$ cat config.mk
export PLATFORM = sky130hd
export DESIGN_NAME = dac_frame_serializer
export DESIGN_NICKNAME = d
export VERILOG_FILES = /design/src/rtl/dac_pkg.sv /design/src/rtl/dac_test_pattern.sv /design/src/rtl/dac_frame_serializer.sv
export SDC_FILE = /design/constraint.sdc
export NUM_CORES = 1
export LEC_CHECK = 0
export BUFFER_PORTS_ARGS = -buffer_cell sky130_fd_sc_hd__buf_2
export CORE_MARGIN = 2
export CORE_UTILIZATION = 58
export DETAILED_ROUTE_END_ITERATION = 16
export GPL_TIMING_DRIVEN = 1
export PLACE_DENSITY = 0.85
export SKIP_LAST_GASP = 1
export SLEW_MARGIN = 20
export SYNTH_ARGS = -nofsm -noshare
export SYNTH_HDL_FRONTEND = slang
export SYNTH_SLANG_ARGS = --single-unit
$ cat constraint.sdc
create_clock -name clk_dac0 -period 5.6 [get_ports clk_dac0]
set_input_delay 1.12 -clock clk_dac0 [delete_from_list [all_inputs] [get_ports clk_dac0]]
set_output_delay 1.12 -clock clk_dac0 [all_outputs]
set_load 0.02 [all_outputs]
$ cat src/rtl/dac_pkg.sv
// dac_pkg: mode encoding and FSM state type shared by the DAC frame serializer.
package dac_pkg;
    localparam logic [1:0] MODE_FIFO  = 2'd0;
    localparam logic [1:0] MODE_ZERO  = 2'd1;
    localparam logic [1:0] MODE_RAMP  = 2'd2;
    localparam logic [1:0] MODE_CONST = 2'd3;
    typedef enum logic [1:0] {IDLE, PRIME, RUN} state_t;
endpackage

$ cat src/rtl/dac_test_pattern.sv
// dac_test_pattern: zero, ramp and constant frames; the ramp advances once per loaded ramp frame.
module dac_test_pattern
    import dac_pkg::*;
#(
    parameter int NUM_CH   = 2,
    parameter int SAMPLE_W = 16
) (
    input  logic                         clk_dac0,
    input  logic                         reset,
    input  logic                         advance,
    input  logic [1:0]                   mode,
    input  logic [SAMPLE_W-1:0]          test_word,
    output logic [NUM_CH*SAMPLE_W-1:0]   pattern
);
    logic [SAMPLE_W-1:0] ramp;
    always_ff @(posedge clk_dac0) ramp <= reset ? '0 : ramp + SAMPLE_W'(advance);
    for (genvar c = 0; c < NUM_CH; c++) begin : g_ch
        assign pattern[(NUM_CH-1-c)*SAMPLE_W +: SAMPLE_W] =
            mode == MODE_RAMP ? ramp + SAMPLE_W'(c) : mode == MODE_CONST ? test_word : '0;
    end
endmodule

$ cat src/rtl/dac_frame_serializer.sv
// dac_frame_serializer: serializes FIFO or test-pattern frames into one registered DAC sample per slot.
module dac_frame_serializer
    import dac_pkg::*;
#(
    parameter int NUM_CH      = 2,
    parameter int SAMPLE_W    = 16,
    parameter int FILL_HOLD   = 0,
    parameter int FRAME_PULSE = 0
) (
    input  logic                       clk_dac0,
    input  logic                       reset,
    input  logic                       enable,
    input  logic [1:0]                 mode,
    input  logic [SAMPLE_W-1:0]        test_word,
    input  logic                       clr_status,
    input  logic [NUM_CH*SAMPLE_W-1:0] fifo_dout,
    input  logic                       fifo_empty,
    output logic                       fifo_rd_en,
    output logic [SAMPLE_W-1:0]        data_out,
    output logic                       frame,
    output logic                       active,
    output logic                       underrun,
    output logic [15:0]                underrun_cnt
);
    localparam int FW = NUM_CH * SAMPLE_W;
    localparam int SW = NUM_CH > 1 ? $clog2(NUM_CH) : 1;
    state_t state;
    logic [SW-1:0] slot;
    logic [FW-1:0] shadow, pattern, src;
    logic boundary, fifo_mode, run_load, load, underrun_hit;
    logic [SAMPLE_W-1:0] next_sample;

    // data_out already shows the slot held in 'slot'; a boundary edge presents slot 0 of the next frame
    always_comb begin
        boundary = slot == SW'(NUM_CH - 1);
        fifo_mode = mode == MODE_FIFO;
        run_load = state == RUN && boundary && enable;
        load = run_load || (state == PRIME && (!fifo_mode || !fifo_empty));
        underrun_hit = run_load && fifo_mode && fifo_empty;
        fifo_rd_en = !reset && load && fifo_mode && !fifo_empty;
        src = !fifo_mode ? pattern : !fifo_empty ? fifo_dout : FILL_HOLD != 0 ? shadow : '0;
        next_sample = shadow[(NUM_CH - 2 - int'(slot)) * SAMPLE_W +: SAMPLE_W];
    end

    dac_test_pattern #(.NUM_CH(NUM_CH), .SAMPLE_W(SAMPLE_W)) u_pattern (
        .clk_dac0(clk_dac0),
        .reset(reset),
        .advance(load && mode == MODE_RAMP),
        .mode(mode),
        .test_word(test_word),
        .pattern(pattern)
    );

    always_ff @(posedge clk_dac0) begin
        if (reset) begin
            state <= IDLE;
            slot <= '0;
            shadow <= '0;
            data_out <= '0;
            frame <= 1'b0;
            active <= 1'b0;
            underrun <= 1'b0;
            underrun_cnt <= '0;
        end else begin
            underrun <= underrun_hit || (underrun && !clr_status);
            underrun_cnt <= underrun_hit ? (clr_status ? 16'd1 : underrun_cnt + 16'(underrun_cnt != 16'hFFFF))
                          : clr_status ? 16'd0 : underrun_cnt;
            if (load) begin
                state <= RUN;
                active <= 1'b1;
                slot <= '0;
                shadow <= src;
                data_out <= src[FW-1 -: SAMPLE_W];
                frame <= FRAME_PULSE != 0 ? 1'b1 : !frame;
            end else if (state == RUN && !boundary) begin
                slot <= slot + SW'(1);
                data_out <= next_sample;
                frame <= FRAME_PULSE != 0 ? 1'b0 : frame;
            end else if (state == IDLE || !enable) begin
                state <= state == IDLE && enable ? PRIME : IDLE;
                active <= 1'b0;
                slot <= '0;
                data_out <= '0;
                frame <= 1'b0;
            end
        end
    end
endmodule
# --- Word-level counts from Yosys, hierarchy flattened ---
# Index checks and enable logic that the tools add are counted.
classes:
  muxes: 20
  n_reduce_logical: 32
  eq_ne: 6
  add_sub_neg: 5
  shift: 1
  bitwise_logic: 1
ops:
  columns: ["operator", "count"]
  rows:
  - ["$mux W16", 9]
  - ["$mux W32", 2]
  - ["$add A16 B1 Y16", 2]
  - ["$shiftx A32 B6 Y16", 1]
  - ["$add A16 B1 Y16 const B", 1]
  - ["$ne A16 B16 Y1 const B", 1]
  - ["$logic_and A1 B1 Y1", 12]
  - ["$logic_not A1 Y1", 7]
  - ["$eq A2 B2 Y1 const B", 3]
  - ["$mux W1", 6]
  - ["$mux W2", 3]
  - ["$reduce_bool A2 Y1", 3]
  - ["$logic_not A2 Y1", 2]
  - ["$logic_or A1 B1 Y1", 4]
  - ["$reduce_and A2 Y1", 2]
  - ["$reduce_bool A3 Y1", 1]
  - ["$eq A2 B1 Y1 const B", 1]
  - ["$ne A2 B2 Y1 const B", 1]
  - ["$reduce_or A2 Y1", 1]
  - ["$sub A1 B1 Y2 const A", 1]
  - ["$add A1 B1 Y1 const B", 1]
  - ["$not A1 Y1", 1]
totals:
  reg_bits: 86
  input_bits: 55
  out_inout_bits: 36
  elab_cells: 75

# --- Depth between registers and ports, before layout ---
# Gate-level depths: netlist (run 1).
depth:
  word_depth: 8
  ltp_mapped: 11

# --- Modules after synthesis ---
# From an unflattened synthesis (run 1), not the netlist that was laid out.
hier_totals:
  hier_cells: 533
  area_unflattened_um2: 4174.0
by_module_without_submodules:
  columns: ["module", "instances", "cells_each", "area_each_um2", "seq_area_each_um2"]
  rows:
  - ["dac_frame_serializer", 1, 342, 2756.4, 1061.0]
  - ["dac_test_pattern", 1, 191, 1417.6, 320.3]

# --- Worst setup path after synthesis (run 1) ---
# OpenSTA, ideal clock, no wires.
synth_path:
  kind: "in2out"
  start: "in mode[1]"
  end: "out fifo_rd_en"
  stages: 5
  path_buffers: 3
  slack_ns: 2.096
  arrival_ns: 2.384
  path_cell_list: "clkbuf_1 -> nor3_1 -> clkbuf_1 -> clkbuf_1 -> and3_1"
synth_via:
  elab_chain_cells: 8
synth_rtl:
  columns: ["element", "line", "rtl"]
  rows:
  - ["start: declaration", "dac_frame_serializer.sv:13", "input logic [1:0] mode,"]
  - ["$logic_not A2 Y1 (*)", "dac_frame_serializer.sv:36", "fifo_mode = mode == MODE_FIFO;"]
  - ["$logic_not A1 Y1", null, null]
  - ["$logic_or A1 B1 Y1", "dac_frame_serializer.sv:38", "load = run_load || (state == PRIME && (!fifo_mode || !fifo_empty));"]
  - ["$logic_and A1 B1 Y1", "dac_frame_serializer.sv:38", null]
  - ["$logic_or A1 B1 Y1", "dac_frame_serializer.sv:38", null]
  - ["$logic_and A1 B1 Y1", "dac_frame_serializer.sv:40", "fifo_rd_en = !reset && load && fifo_mode && !fifo_empty;"]
  - ["$logic_and A1 B1 Y1 (*) (2 in a row)", "dac_frame_serializer.sv:40", null]
  - ["end: declaration", "dac_frame_serializer.sv:18", "output logic fifo_rd_en,"]
# Mark *: on every way between the ends. The rest lies on a longest branch, timed or not.

# --- Worst setup path in the final report (run 1) ---
layout_path:
  start: "in mode[1]"
  end: "reg u_pattern.ramp[14]"
layout_via:
  elab_chain_cells: 7
  elab_cells_between_ends: 8
layout_rtl:
  columns: ["element", "line", "rtl"]
  rows:
  - ["$logic_not A2 Y1", "dac_frame_serializer.sv:36", null]
  - ["$logic_not A1 Y1", null, null]
  - ["$logic_or A1 B1 Y1", "dac_frame_serializer.sv:38", null]
  - ["$logic_and A1 B1 Y1", "dac_frame_serializer.sv:38", null]
  - ["$logic_or A1 B1 Y1", "dac_frame_serializer.sv:38", null]
  - ["$logic_and A1 B1 Y1 (*)", "dac_frame_serializer.sv:48", ".advance(load && mode == MODE_RAMP),"]
  - ["$add A16 B1 Y16 (*)", "dac_test_pattern.sv:16", "always_ff @(posedge clk_dac0) ramp <= reset ? '0 : ramp + SAMPLE_W'(advance);"]
  - ["end signal: assignment", "dac_test_pattern.sv:16", null]
  - ["end: declaration", "dac_test_pattern.sv:15", "logic [SAMPLE_W-1:0] ramp;"]
# Marked as above.
# A chain may end at the register's enable or synchronous reset.

==> flow_metrics.tcl, run 1 <==
set metrics [dict create \
    whs_ns 0.459 \
    power_frac_seq_pct 50.8 \
    synth_seq_cells 69 \
    htree_num_levels 3 \
    switching_share_pct 26.8 \
    drv_slew 0 \
    gp_congestion 0.876 \
    startpoint_type "input pin" \
    synth_top_area_cell "dfxtp_1" \
    yosys-top-cells-area "dfxtp_1 36%, mux2_2 5.0%, a21oi_1 4.7%" \
    crit_slowest_cell "or4_1" \
    place_inst 596 \
    async_reset_ff_share_pct 0 \
    ir_worst_vdd_mv 0.157 \
    io_pins 91 \
    final_cell_mix "90 x buf_2, 69 x dfxtp_1, 41 x nor2_1, 36 x nand2_1, 36 x a21oi_1" \
    setup_viol 0 \
    place_hpwl_mm 7.28 \
    grt_max_degree 56 \
    wl_per_cell_um 17.2 \
    rows 29 \
    yosys_warnings 0 \
    max_freq_mhz 250 \
    avgSynthCellArea_um2 8.28 \
    synth_top_area_share_pct 35.7 \
    cap_violations 0 \
    skew_ns 0.00709 \
    area_growth_pct 15.4 \
    portBuffers 90 \
    final.min_clock_period_ns 4.00 \
    layout_commonest_cell "buf_2" \
    critPathTopFamily "simple AND/OR/NAND/NOR gates" \
    clk_pin_slew_ns 0.07 \
    antenna_found_initial 0 \
    cp_max_fo 39 \
    synthFlopType "dfxtp_1" \
    cp_num_buf_inv 1 \
    die_h_um 85.6 \
    vias_per_cell 6.50 \
    grt_pass1_wl_mm 17.1 \
    max_stage_delay_ns 0.59 \
    clockPowerShare_pct 37.1 \
    grt_pass1_vias 3566 \
    insertion_delay_ns 0.35 \
    firstDrtPassIters 5 \
    criticalPathCategory "input pin to flop" \
    dr.first_iter.drc_count 407 \
    netlist_area_mm2 0.00386 \
    cts_sinks 69 \
    synth_edf_count 0 \
    grtUsageTotal_pct 28.6 \
    critical_path.cell_chain "buf_2 -> or3b_1 -> a31oi_2 -> nor2_1 -> ha_1 -> nand3_1 -> or4_1 -> or3_1 -> a21oi_1" \
    p_switching_uw 270 \
    cts_hold_buf 0 \
    drc 0 \
    cp.arrival_ns 4.27 \
    vias 3975 \
    numCtsBuffers 9 \
    cts_resized 0 \
    power_leakage_uw 0.00168 \
    syn_inst 467 \
    ys_seq_area_share_pct 35.7 \
    dieArea_mm2 0.00733 \
    cts_root_buffer "clkbuf_8" \
    relSlewSlack_pct 33.5 \
    die_w_um 85.6 \
    final_cells 612 \
    grt-ovfl-total 0 \
    status "finished, final reports clean" \
    mappedNetlistNets 528 \
    p_comb_share_pct 12.1 \
    drive_gt1_share_pct 24.3 \
    finalPower_uw 1010 \
    tns_ns 0 \
    synth_cell_types 55 \
    core_mm2 0.00639 \
    clockBufferDepth 2 \
    worst_pin_slew_ns 0.998 \
    p_int_uw 739 \
    hold_class "flop to flop" \
    post_cts_buffers 0 \
    cts_tree "yes" \
    power_density_mw_per_mm2 226 \
    critPathRequiredTime_ns 5.87 \
    wl_mm 10.5 \
    nets 591 \
    initial_core_util_pct 60.5 \
    period_share_pct 71.4 \
    ant_nets 0 \
    worst_setup_path_end_kind "flop" \
    finalHoldViolCount 0 \
    rsz0062_at_grt "no" \
    n_antenna_cell 0 \
]
==> cell usage after synthesis (4+ instances only) <==
cell and number:
a211oi_1 5, a21oi_1 36, a221oi_1 4, a22o_1 18, a22oi_1 12, a311oi_1 8, a32oi_1 7, and3_1 4
buf_2 4, clkbuf_1 35, dfxtp_1 69, ha_1 6, inv_1 6, mux2_2 17, mux2i_1 4, nand2_1 36
nand2b_1 10, nand3_1 14, nand4_1 7, nor2_1 41, nor2b_1 4, nor3_1 13, nor4_1 10, o21ai_0 13
o31ai_1 10, or3_1 9, or4_1 10, xnor2_1 14
==> layout make-up <==
class | count | area (um^2)
clock inverter | 3 | 20.0
tap | 77 | 96.3
fill | 508 | 1920
clock buffer | 13 | 159
multi-input combinational | 349 | 2290
sequential | 69 | 1380
timing repair buffer | 95 | 488
inverter | 6 | 22.5
==> power groups by stage <==
stage | combinational (uW) | clock, uW | sequential (uW)
after floorplan | 74.7 | 0 | 526
after global placement | 117 | 0 | 523
after detailed placement | 120 | 0 | 524
after CTS | 120 | 377 | 512
after global routing | 134 | 396 | 514
final | 122 | 374 | 513
==> metal layers <==
metal	vias up	GRT usage, %	wire length, um
met5	-	0	0
met4	0	11.5	217
met3	22	3.95	820
met2	200	42.9	4740
met1	1874	41.6	4750
li1	1879	-	-
==> through the flow <==
stage / cell area (um^2) / setup WS (ns) / utilization, %
after CTS: 4460 / 1.69 / 69.9
after global routing: 4460 / 1.40 / 69.9
after global placement: 4280 / 1.50 / 67.1
after detailed placement: 4280 / 1.32 / 67.1
after floorplan: 3860 / 2.10 / -
final: 4460 / 1.60 / 69.9
==> registers in the layout, summed over array words and instances, names as in the netlist <==
signal          cells
active              1
boundary            1
data_out           16
frame               1
shadow             16
state               1
u_pattern.ramp     16
underrun            1
underrun_cnt       16
==> final timing paths <==
check                     startpoint                             to  slack (ns)  cells past startpoint
min          shadow[14]$_SDFFE_PP0P_      data_out[14]$_SDFFE_PP0P_        0.46                      2
min reg2reg  shadow[14]$_SDFFE_PP0P_      data_out[14]$_SDFFE_PP0P_        0.46                      2
max                          mode[1]  u_pattern.ramp[14]$_SDFF_PP0_        1.60                      9
max reg2reg      active$_SDFFE_PP0P_  u_pattern.ramp[14]$_SDFF_PP0_        2.73                      8
==> tightest hold or removal path, delay by kind of cell, from the launching register on <==
kind | cells | cell delay, ns
AND/OR/NAND/NOR | 1 | 0.05
AO/OA/AOI/OAI | 1 | 0.05
flip-flops | 1 | 0.31
==> logic make-up after synthesis <==
family / Yosys count / share of synthesized area, %
buffers and inverters: 49 / 5.11
multiplexers: 21 / 5.99
AND/OR/NAND/NOR: 167 / 21.8
adder cells (fa/ha/maj): 6 / 1.94
flip-flops: 69 / 35.7
AO/OA/AOI/OAI: 138 / 25.5
XOR/XNOR: 17 / 3.85
Power figures use the tool's default switching activity.
==> run 2: changes to the inputs <==
--- a/config.mk
+++ b/config.mk
@@ -7,10 +7,10 @@
 export LEC_CHECK = 0
 export BUFFER_PORTS_ARGS = -buffer_cell sky130_fd_sc_hd__buf_2
 export CORE_MARGIN = 2
-export CORE_UTILIZATION = 58
+export CORE_UTILIZATION = 48
 export DETAILED_ROUTE_END_ITERATION = 16
 export GPL_TIMING_DRIVEN = 1
-export PLACE_DENSITY = 0.85
+export PLACE_DENSITY = 0.75
 export SKIP_LAST_GASP = 1
 export SLEW_MARGIN = 20
 export SYNTH_ARGS = -nofsm -noshare
==> constraint.sdc (replaced) <==
create_clock -name clk_dac0 -period 3.2 [get_ports clk_dac0]
set_input_delay 0.64 -clock clk_dac0 [delete_from_list [all_inputs] [get_ports clk_dac0]]
set_output_delay 0.64 -clock clk_dac0 [all_outputs]
set_load 0.02 [all_outputs]
==> flow_metrics.tcl, run 2 (synthesized netlist as in run 1, its figures left out) <==
set metrics [dict create \
    status "finished, final reports clean" \
    drc 0 \
    ir_worst_vdd_mv 0.196 \
    tns_ns 0 \
    nets 599 \
    p_switching_uw 459 \
    post_cts_buffers 0 \
    cts_tree "yes" \
    max_freq_mhz 384 \
    wl_per_cell_um 17.0 \
    power_density_mw_per_mm2 390 \
    die_h_um 93.7 \
    fillCellCount 708 \
    place_hpwl_mm 7.75 \
    wl_met1_mm 5.00 \
    critPathRequiredTime_ns 2.56 \
    gp_congestion 0.876 \
    wl_met3_um 775 \
    grt_pass1_vias 3518 \
    grt_max_degree 55 \
    regArea_mm2 0.00138 \
    wl_mm 10.9 \
    cts_hold_buf 0 \
    dieArea_mm2 0.00879 \
    multi_input_area_mm2 0.00229 \
    vias_per_cell 6.09 \
    ant_nets 0 \
    hold_class "flop to flop" \
    stdcell_area_mm2 0.00455 \
    power_leakage_uw 0.00172 \
    layout_commonest_cell "buf_2" \
    whs_path_depth 2 \
    cts_resized 0 \
    r2r-start "active$_SDFFE_PP0P_" \
    place_ws_ns 0.448 \
    r2r-end "u_pattern.ramp[14]$_SDFF_PP0_" \
    area_growth_pct 17.8 \
    met2_length_mm 4.96 \
    setup_viol 0 \
    worst_setup_path_end_kind "output port" \
    cp_max_fo 14 \
    clk_pin_slew_ns 0.07 \
    period_share_pct 81.4 \
    die_w_um 93.7 \
    dr.first_iter.drc_count 267 \
    finalHoldViolCount 0 \
    grt_pass1_wl_mm 17.6 \
    rrSetupSlack_ns 0.77 \
    rows 32 \
    initial_core_util_pct 49.8 \
    p_int_uw 1320 \
    min_from "shadow[14]$_SDFFE_PP0P_" \
    firstDrtPassIters 5 \
    criticalPathCategory "input pin to output port" \
    top_layer "met4" \
    startpoint "mode[1]" \
    rsz0062_at_grt "no" \
    ff2ff_path_depth 8 \
    drv_slew 0 \
    portBuffers 90 \
    hold_end "data_out[14]$_SDFFE_PP0P_" \
    numCtsBuffers 9 \
    cts_sinks 69 \
    placed_cell_area_mm2 0.00437 \
    drive_gt1_share_pct 25.3 \
    switching_share_pct 25.9 \
    cts_root_buffer "clkbuf_8" \
    worst_pin_slew_ns 0.588 \
    core_mm2 0.00777 \
    cp.arrival_ns 1.96 \
    startpoint_type "input pin" \
    n_antenna_cell 0 \
    vias 3923 \
    skew_ns 0.00663 \
    clockBufferDepth 2 \
    cap_violations 0 \
    power_frac_seq_pct 50.7 \
    setup_slack_ns 0.597 \
    clockPowerShare_pct 36.9 \
    p_comb_share_pct 12.4 \
    relSlewSlack_pct 60.7 \
    insertion_delay_ns 0.34 \
    grtUsageTotal_pct 25.2 \
    io_pins 91 \
    grt-ovfl-total 0 \
    antenna_found_initial 0 \
    final_cell_mix "90 x buf_2, 69 x dfxtp_1, 41 x nor2_1, 36 x nand2_1, 36 x a21oi_1" \
    htree_num_levels 3 \
    final.min_clock_period_ns 2.60 \
]
run 2: changes by cell type in the layout (fill, tap and decap cells not counted):
cell	change
buf_4	+8
clkinvlp_4	-2
clkbuf_8	+1
run 2: worst max-delay path by stage:
stage                                               end  slack [ns]
after floorplan           u_pattern.ramp[14]$_SDFF_PP0_        0.43
after global placement    u_pattern.ramp[14]$_SDFF_PP0_        0.55
after detailed placement  u_pattern.ramp[14]$_SDFF_PP0_        0.45
after CTS                                    fifo_rd_en        0.59
after global routing                         fifo_rd_en        0.53
final                                        fifo_rd_en        0.60
run 2: per-stage QoR:
step | util, % | hold slack (ns) | total power [uW] | std cells
3_5_place_dp | 56.3 | 0.444 | 1130 | 629
6_report | 58.6 | 0.456 | 1770 | 644
5_1_grt | 58.6 | 0.493 | 1850 | 644
3_3_place_gp | 56.3 | 0.438 | 1130 | 629
2_1_floorplan | - | 0.432 | 1050 | 467
4_1_cts | 58.6 | 0.456 | 1780 | 644
run 2: cell type report:
cell class / count / area share [%]
Timing Repair Buffer: 103 / 12.0
Clock buffer: 14 / 3.79
Sequential cell: 69 / 30.3
Tap cell: 102 / 2.80
Clock inverter: 1 / 0.110
Multi-Input combinational cell: 349 / 50.4
Inverter: 6 / 0.495
run 2: power groups by stage:
stage	Combinational (uW)	Clock, uW	Sequential, uW
3_3_place_gp	214	0	915
3_5_place_dp	217	0	917
5_1_grt	241	706	901
2_1_floorplan	131	0	921
4_1_cts	218	662	898
6_report	221	655	898
run 2: worst max-delay path, stage by stage:
cell and delay, ns:
buf_2 0.12, buf_4 0.19, nor3b_1 0.52, o21ai_2 0.13, and3_1 0.20, buf_2 0.16
run 2: per-layer routing:
layer / global-route usage, % / vias to the layer above
li1: - / 1897
met3: 5.46 / 23
met1: 36.1 / 1865
met2: 38.0 / 138
met4: 7.73 / 0
met5: 0 / -
==> run 3: changes to the inputs <==
--- a/config.mk
+++ b/config.mk
@@ -5,12 +5,13 @@
 export SDC_FILE = /design/constraint.sdc
 export NUM_CORES = 1
 export LEC_CHECK = 0
+export ABC_AREA = 1
 export BUFFER_PORTS_ARGS = -buffer_cell sky130_fd_sc_hd__buf_2
 export CORE_MARGIN = 2
-export CORE_UTILIZATION = 48
+export CORE_UTILIZATION = 54
 export DETAILED_ROUTE_END_ITERATION = 16
 export GPL_TIMING_DRIVEN = 1
-export PLACE_DENSITY = 0.75
+export PLACE_DENSITY = 0.8
 export SKIP_LAST_GASP = 1
 export SLEW_MARGIN = 20
 export SYNTH_ARGS = -nofsm -noshare
==> constraint.sdc (replaced) <==
create_clock -name clk_dac0 -period 2.6 [get_ports clk_dac0]
set_input_delay 0.52 -clock clk_dac0 [delete_from_list [all_inputs] [get_ports clk_dac0]]
set_output_delay 0.52 -clock clk_dac0 [all_outputs]
set_load 0.02 [all_outputs]
==> flow_metrics.tcl, run 3 <==
set metrics [dict create \
    nets 777 \
    gp_congestion 0.933 \
    period_share_pct 92.6 \
    synth_edf_count 0 \
    synthFlopType "dfxtp_1" \
    crit_slowest_cell "dfxtp_1" \
    drv_slew 0 \
    wl_mm 11.7 \
    cap_violations 0 \
    avgSynthCellArea_um2 6.32 \
    ys_seq_area_share_pct 34.7 \
    cts_resized 0 \
    synth_most_common_cell "nand2_1" \
    yosys_warnings 0 \
    mappedNetlistNets 690 \
    io_pins 91 \
    max_freq_mhz 415 \
    dieArea_mm2 0.00807 \
    place_hpwl_mm 8.67 \
    synth_top_area_share_pct 34.7 \
    grt_pass1_wl_mm 19.1 \
    whs_ns 0.454 \
    cp.arrival_ns 1.89 \
    grt_pass1_vias 4069 \
    multi_input_area_mm2 0.00218 \
    status "finished, final reports clean" \
    die_h_um 89.8 \
    rows 31 \
    initial_core_util_pct 55.4 \
    p_int_uw 1700 \
    insertion_delay_ns 0.36 \
    clockPowerShare_pct 42.9 \
    worst_setup_path_end_kind "output port" \
    clockBufferDepth 2 \
    ir_worst_vdd_mv 0.364 \
    drc 0 \
    p_comb_share_pct 10.4 \
    criticalPathCategory "flop to output port" \
    portBuffers 90 \
    area_growth_pct 18.3 \
    critPathRequiredTime_ns 2.08 \
    syn_inst 629 \
    regArea_mm2 0.00138 \
    async_reset_ff_share_pct 0 \
    p_switching_uw 624 \
    cts_hold_buf 0 \
    netlist_area_mm2 0.00398 \
    rsz0062_at_grt "no" \
    power_leakage_uw 0.00218 \
    synth_seq_cells 69 \
    htree_num_levels 3 \
    final_cell_mix "196 x nand2_1, 90 x buf_2, 78 x inv_1, 69 x dfxtp_1, 67 x nor2_1" \
    grtUsageTotal_pct 29.0 \
    crit_path_frequent_cell "nand2_4" \
    yosys-top-cells-area "dfxtp_1 35%, nand2_1 19%, inv_1 7.4%" \
    post_cts_buffers 0 \
    ys_top_cells_by_count "196 x nand2_1, 78 x inv_1, 69 x dfxtp_1, 67 x nor2_1, 37 x nand3_1" \
    core_mm2 0.00718 \
    tns_ns 0 \
    cts_tree "yes" \
    ant_nets 0 \
    die_w_um 89.8 \
    vias 4432 \
    vias_per_cell 5.40 \
    n_antenna_cell 0 \
    synth_top_area_cell "dfxtp_1" \
    skew_ns 0.0109 \
    layout_commonest_cell "nand2_1" \
    dr.first_iter.drc_count 299 \
    grt_max_degree 27 \
    power_frac_seq_pct 46.7 \
    critical_path.cell_chain "nand2_4 -> nor2_4 -> inv_2 -> nand2_4 -> buf_4 -> nand2_4 -> nor3_1 -> buf_2" \
    final.min_clock_period_ns 2.41 \
    startpoint_type "flop" \
    synth_cell_types 36 \
    worst_pin_slew_ns 0.676 \
    setup_viol 0 \
    cts_root_buffer "clkbuf_8" \
    numCtsBuffers 9 \
    hold_class "flop to flop" \
    fillCellCount 649 \
    critPathTopFamily "simple AND/OR/NAND/NOR gates" \
    drive_gt1_share_pct 18.0 \
    cts_sinks 69 \
    cp_num_buf_inv 3 \
    firstDrtPassIters 6 \
    antenna_found_initial 0 \
    max_stage_delay_ns 0.44 \
    clk_pin_slew_ns 0.08 \
    grt-ovfl-total 0 \
    wl_per_cell_um 14.3 \
    switching_share_pct 26.9 \
    relSlewSlack_pct 54.8 \
    finalHoldViolCount 0 \
    cp_max_fo 19 \
    power_density_mw_per_mm2 494 \
]
-- run 3: cell types whose count changed after synthesis, moves of 17 or more --
cell,previous run,this run
mux2_2,17,0
o21ai_0,13,35
nor2_1,41,67
nand2_1,36,196
clkbuf_1,35,8
inv_1,6,78
a22o_1,18,1
nand3_1,14,37
-- run 3: worst min-delay path, delay by kind of cell, from the launching register on --
| family | cells | cell delay, ns |
|---|---|---|
| AND/OR/NAND/NOR | 2 | 0.10 |
| flip-flops | 1 | 0.31 |
-- run 3: power groups by stage --
| stage | registers (uW) | logic [uW] | clock network [uW] |
|---|---|---|---|
| after floorplan | 1120 | 139 | 0 |
| after global placement | 1110 | 232 | 0 |
| after detailed placement | 1110 | 237 | 0 |
| after CTS | 1080 | 239 | 997 |
| after global routing | 1090 | 266 | 1040 |
| final | 1080 | 242 | 996 |
-- run 3: per-stage QoR --
stage	utilization (%)	area (um^2)	setup WS [ns]	instances	total power [uW]
final	65.5	4700	0.192	820	2320
after global routing	65.5	4700	0.0735	820	2390
after CTS	65.5	4700	0.214	820	2320
after detailed placement	62.4	4480	0.134	804	1350
after global placement	62.4	4480	0.316	804	1340
after floorplan	-	3980	0.439	629	1250
-- run 3: cell families (layout without fill, tap and decap cells) --
| family | after synthesis | in the layout | share of synthesized area, % |
|---|---|---|---|
| AOI/OAI and AO/OA | 105 | 105 | 15.1 |
| DFF | 69 | 69 | 34.7 |
| and+or+nand+nor | 347 | 347 | 37.7 |
| adders and majority gates | 6 | 6 | 1.89 |
| buffers and inverters | 102 | 194 | 10.5 |
-- run 3: layout make-up --
cell class	instances	area share, %
multi-input combinational	458	46.3
sequential	69	29.4
inverter	83	6.63
clock inverter	7	2.08
clock buffer	9	2.63
timing repair buffer	95	10.4
tap	99	2.63
-- run 3: metal layers --
metal | vias up | track usage [%] | share of wire [%]
li1 | 2205 | - | -
met1 | 2015 | 37.5 | 43
met2 | 188 | 48.4 | 48
met3 | 24 | 4.95 | 7.3
met4 | 0 | 11.9 | 2.0
met5 | - | 0 | 0
-- run 3: worst paths after layout --
kind | cells past startpoint | slack, ns | endpoint | start
setup / recovery | 8 | 0.19 | fifo_rd_en | active$_SDFFE_PP0P_
hold / removal | 2 | 0.45 | shadow[3]$_SDFFE_PP0P_ | shadow[3]$_SDFFE_PP0P_
hold reg to reg | 2 | 0.45 | shadow[3]$_SDFFE_PP0P_ | shadow[3]$_SDFFE_PP0P_
setup reg to reg | 14 | 0.35 | u_pattern.ramp[13]$_SDFF_PP0_ | active$_SDFFE_PP0P_
